`config.mk`:
```
export PLATFORM = sky130hd
export DESIGN_NAME = gpio_access_arbiter15
export DESIGN_NICKNAME = d
export VERILOG_FILES = /design/src/rtl/gpio_access_arbiter15.sv
export SDC_FILE = /design/constraint.sdc
export NUM_CORES = 1
export LEC_CHECK = 0
export ABC_AREA = 1
export CAP_MARGIN = 20
export CELL_PAD_IN_SITES_DETAIL_PLACEMENT = 0
export CELL_PAD_IN_SITES_GLOBAL_PLACEMENT = 1
export CORE_MARGIN = 2
export CORE_UTILIZATION = 20
export CTS_CLUSTER_DIAMETER = 80
export DETAILED_ROUTE_END_ITERATION = 12
export HOLD_SLACK_MARGIN = 0.1
export MAX_ROUTING_LAYER = met4
export PLACE_DENSITY_LB_ADDON = 0.1
export SLEW_MARGIN = 30
export SYNTH_ARGS = -nofsm -noshare
export SYNTH_HDL_FRONTEND = slang
export SYNTH_SLANG_ARGS = --single-unit
```
`constraint.sdc`:
```
create_clock -name pclk15 -period 1.2 [get_ports pclk15]
set_input_delay 0.24 -clock pclk15 [delete_from_list [all_inputs] [get_ports pclk15]]
set_output_delay 0.24 -clock pclk15 [all_outputs]
set_load 0.05 [all_outputs]
```
`src/rtl/gpio_access_arbiter15.sv`:
```
// gpio_access_arbiter15
// Two-requester arbiter and access sequencer for the GPIO lite subunit
// register port. Requester 0 is the APB bridge, requester 1 the
// power-management sequencer. Each granted request becomes exactly one
// read or write strobe cycle (ACCESS), followed by one acknowledge cycle
// (RESP). A read-to-clear status register is therefore never strobed
// twice for one request.
//
// Optional build macro: GPIO_ARB_LOCK_EN
//   When defined, a requester that completes an access with its lock input
//   high keeps exclusive ownership of the port for its following request.
//   This supports atomic read-modify-write sequences.
//   When undefined, lock0/lock1 are ignored.
module gpio_access_arbiter15 #(
    parameter int ADDR_W     = 6,
    parameter int DATA_W     = 16,
    parameter int FIXED_PRIO = 0
) (
    input  logic              pclk15,
    input  logic              n_reset15,
    input  logic              req0,
    input  logic              req1,
    input  logic              wr0,
    input  logic              wr1,
    input  logic [ADDR_W-1:0] addr0,
    input  logic [ADDR_W-1:0] addr1,
    input  logic [DATA_W-1:0] wdata0,
    input  logic [DATA_W-1:0] wdata1,
    input  logic              lock0,
    input  logic              lock1,
    output logic              ack0,
    output logic              ack1,
    output logic [DATA_W-1:0] rdata0,
    output logic [DATA_W-1:0] rdata1,
    output logic              gpio_read,
    output logic              gpio_write,
    output logic [ADDR_W-1:0] gpio_addr,
    output logic [DATA_W-1:0] gpio_wdata,
    input  logic [DATA_W-1:0] gpio_rdata,
    output logic              busy
);

    typedef enum logic [1:0] {
        IDLE   = 2'd0,
        ACCESS = 2'd1,
        RESP   = 2'd2
    } state_t;

    state_t state;

    logic              last_grant;
    logic              grant_q;
    logic              wr_q;
    logic              sel;
    logic              sel_wr;
    logic [ADDR_W-1:0] sel_addr;
    logic [DATA_W-1:0] sel_wdata;

`ifdef GPIO_ARB_LOCK_EN
    logic lock_vld;
    logic lock_owner;
    logic owner_req;

    assign owner_req = lock_owner ? req1 : req0;
`else
    logic unused_lock;

    assign unused_lock = lock0 | lock1;
`endif

    // Winner selection for the next IDLE grant.
    always_comb begin
        sel = 1'b0;
        if (req0 && req1) begin
            // Round-robin favours the requester that was not served last.
            sel = (FIXED_PRIO != 0) ? 1'b0 : ~last_grant;
        end else begin
            sel = ~req0;
        end
`ifdef GPIO_ARB_LOCK_EN
        // A lock owner that is still requesting excludes the other side.
        if (lock_vld && owner_req) begin
            sel = lock_owner;
        end
`endif
    end

    assign sel_wr    = sel ? wr1    : wr0;
    assign sel_addr  = sel ? addr1  : addr0;
    assign sel_wdata = sel ? wdata1 : wdata0;

    // Access sequencer: IDLE grants and latches; ACCESS strobes; RESP acks.
    always_ff @(posedge pclk15 or negedge n_reset15) begin
        if (!n_reset15) begin
            state      <= IDLE;
            last_grant <= 1'b1;
            grant_q    <= 1'b0;
            wr_q       <= 1'b0;
            gpio_read  <= 1'b0;
            gpio_write <= 1'b0;
            gpio_addr  <= '0;
            gpio_wdata <= '0;
            ack0       <= 1'b0;
            ack1       <= 1'b0;
`ifdef GPIO_ARB_LOCK_EN
            lock_vld   <= 1'b0;
            lock_owner <= 1'b0;
`endif
        end else begin
            case (state)
                IDLE: begin
`ifdef GPIO_ARB_LOCK_EN
                    // Owner dropped its request: release the lock.
                    if (lock_vld && !owner_req) begin
                        lock_vld <= 1'b0;
                    end
`endif
                    if (req0 || req1) begin
                        // Latch the winner's fields; the strobe registers
                        // carry them during ACCESS.
                        grant_q    <= sel;
                        wr_q       <= sel_wr;
                        gpio_addr  <= sel_addr;
                        gpio_wdata <= sel_wdata;
                        gpio_read  <= ~sel_wr;
                        gpio_write <= sel_wr;
                        state      <= ACCESS;
                    end
                end
                ACCESS: begin
                    gpio_read  <= 1'b0;
                    gpio_write <= 1'b0;
                    ack0       <= ~grant_q;
                    ack1       <= grant_q;
                    state      <= RESP;
                end
                RESP: begin
                    ack0       <= 1'b0;
                    ack1       <= 1'b0;
                    last_grant <= grant_q;
`ifdef GPIO_ARB_LOCK_EN
                    lock_vld   <= grant_q ? lock1 : lock0;
                    lock_owner <= grant_q;
`endif
                    state      <= IDLE;
                end
                default: begin
                    state <= IDLE;
                end
            endcase
        end
    end

    // The subunit registers read data at the end of ACCESS, so it is
    // forwarded combinationally while the matching ack is high.
    assign rdata0 = (ack0 && !wr_q) ? gpio_rdata : '0;
    assign rdata1 = (ack1 && !wr_q) ? gpio_rdata : '0;
    assign busy   = (state != IDLE);

endmodule
```
==> impl_metrics.tcl <==
set metrics [dict create \
    netlist.area_leader.share_pct 41.5 \
    ys_ff_latch 31 \
    ir_drop_uv 1170 \
    cts_tree "yes" \
    syn_inst 269 \
    die_x_um 99.1 \
    max_freq_mhz 653 \
    drtIter0Drc 64 \
    final-max-slew-violation-count 0 \
    synth-compound-area-share_pct 8.44 \
    final_cell_mix "buf_12 (68), clkdlybuf4s50_1 (65), nand2_1 (60)" \
    first_global_vias 2067 \
    tightest_slew_ns 0.203 \
    synth_area_leaders "dfrtp_1 (41%), nand2_1 (17%), nor2_1 (11%)" \
    cp_max_fo 12 \
    synthSimpleGateAreaFrac_pct 31.3 \
    synth.mux.area_fraction_pct 0 \
    final_util_pct 52.9 \
    synth_top_family_by_area "simple AND/OR/NAND/NOR gates" \
    r2r_end "gpio_wdata[4]" \
    yosysWarnings 0 \
    path_clk_slew_ns 0.07 \
    antenna_left 0 \
    numPortBuffers 124 \
    drc 0 \
    rsz0062_at_grt "yes" \
    synth_nets 341 \
    antenna_found_initial 0 \
    synthXorXnorAreaFrac_pct 0 \
    rr_startpoint "state[1]" \
    core_um2 8760 \
    die_h_um 99.1 \
    crit_required_ns 0.96 \
    fin_crit_sh_pct 128 \
    status "complete, but fails checks" \
    violations "setup timing" \
    maxSlewHeadroom_pct 86.4 \
    power.leakage_nw 2.13 \
    clockBufferDepth 2 \
    drive_above_1_share_pct 41.7 \
    clkLatencyLatePin_ns 0.28 \
    numCtsBuffers 5 \
    ys_seq_area_share_pct 42.9 \
    synth_fa_ha_area_share_pct 2.77 \
    startpoint_type "flop" \
    arrival_ns 1.29 \
    crit_type "flop to primary output" \
    grt_max_degree 45 \
    dieArea_um2 9820 \
    start_util_pct 20.6 \
    cts-root-buf "clkbuf_8" \
    first_pass_iters 4 \
    synth_area_um2 1810 \
    drv_cap 0 \
    p_per_area_nw_per_um2 2770 \
    vias 2139 \
    finalClockSkew_ns 0.00251 \
    finalHoldViolCount 0 \
    ys_types 18 \
    grtUsageTotal_pct 13.4 \
    ios 127 \
    postCtsHoldBufs 0 \
    detail_route.vias_per_cell 4.02 \
    r2r_cells 10 \
    pre_cts_ws_ns -0.331 \
    fin_setup_tns_ns -15.71 \
    routed_wl_um 6250 \
    htreeDepth 2 \
    hold_path_class "input pin to asynchronous set/reset pin" \
    synth_top_area_cell "dfrtp_1" \
    insertedDiodeCount 0 \
    setup_violations 61 \
    gp_congestion 0.716 \
    period_needed_ns 1.53 \
    grt_overflow 0 \
    clock-sinks 31 \
    rows 34 \
    grt_pass1_wl_um 10300 \
    r2r_slack_ns -0.23 \
    final_common_cell "buf_12" \
    dp_hpwl_um 4610 \
    setup_ws_ns -0.332 \
    worstSetupEndpointType "primary output" \
    syn_to_final_growth_pct 156 \
    nFillCells 823 \
    synth.avg_cell_area_um2 6.73 \
    wl_per_cell_um 11.7 \
    nets 495 \
]
## cells in the mapped netlist, drive strengths merged
cell   count
nand2     84
nor2      57
inv       51
dfrtp     30
o21ai     28
buf       10
ha         4
o22ai      2
dfstp      1
nand3      1
nand4      1
## per-layer routing
layer	vias up	GRT usage [%]	share of wire (%)
li1	1095	-	-
met1	949	17.2	44
met2	90	21.7	47
met3	5	3.02	7.6
met4	0	3.27	1.1
met5	-	-	0
## report_power, final
group | internal (W) | switching [W] | total (W)
logic | 0.00485 | 0.00500 | 0.00985
clock network | 0.000407 | 0.000410 | 0.000818
registers | 0.00159 | 0.000568 | 0.00215
total | 0.00684 | 0.00598 | 0.0128
## area by class of cell
type / count / area, um^2 / area share, %
Clock buffer: 7 / 76.3 / 1.65
Multi-Input combinational cell: 177 / 1160 / 24.9
Clock inverter: 1 / 5.00 / 0.108
Sequential cell: 31 / 779 / 16.8
Tap cell: 108 / 135 / 2.91
Inverter: 51 / 206 / 4.45
Timing Repair Buffer: 157 / 2280 / 49.1
## what timing repair did
action | 4_1_cts | 5_1_grt
setup endpoints to repair | 61 | 62
buffers inserted | 7 | 5
resized for setup | 46 | 28
cloned | 3 | 0
pin swaps | 6 | 5
endpoints found under the hold margin | 0 | 0
## state kept, by name (all words and copies together), names as in the netlist
signal	flops
ack0	1
ack1	1
gpio_addr	6
gpio_read	1
gpio_wdata	16
gpio_write	1
grant_q	1
last_grant	1
state	2
wr_q	1
## cell families after synthesis
group	after synthesis
adders and majority gates	4
buffers and inverters	61
AOI/OAI and AO/OA	30
and+or+nand+nor	143
DFF	31
## worst max-delay path, stage by stage (launching register included)
cell and delay [ns]:
dfrtp_1 0.39, inv_2 0.11, nand2_4 0.07, buf_12 0.17, nor2_4 0.13, buf_12 0.14
## worst max-delay path by stage
stage / start / endpoint / slack (ns) / depth (start not counted)
floorplan: ack0 / rdata0[10] / -0.18 / 3
global placement: req0 / gpio_write / -0.30 / 6
detailed placement: req0 / gpio_addr[5] / -0.33 / 6
CTS: wr_q / rdata0[10] / -0.36 / 5
global route: wr_q / rdata0[9] / -0.39 / 5
finish: wr_q / rdata1[10] / -0.33 / 5
## metrics by stage
step                      instances  instance area, um^2  total power, W  hold slack (ns)
after floorplan                 269                 2060         0.00643          -0.0556
after global placement          511                 4160          0.0108            0.470
after detailed placement        511                 4160          0.0109            0.474
after CTS                       529                 4540          0.0127            0.327
after global routing            532                 4640          0.0135            0.342
final                           532                 4640          0.0128            0.326
(Power assumes the default switching activity.)
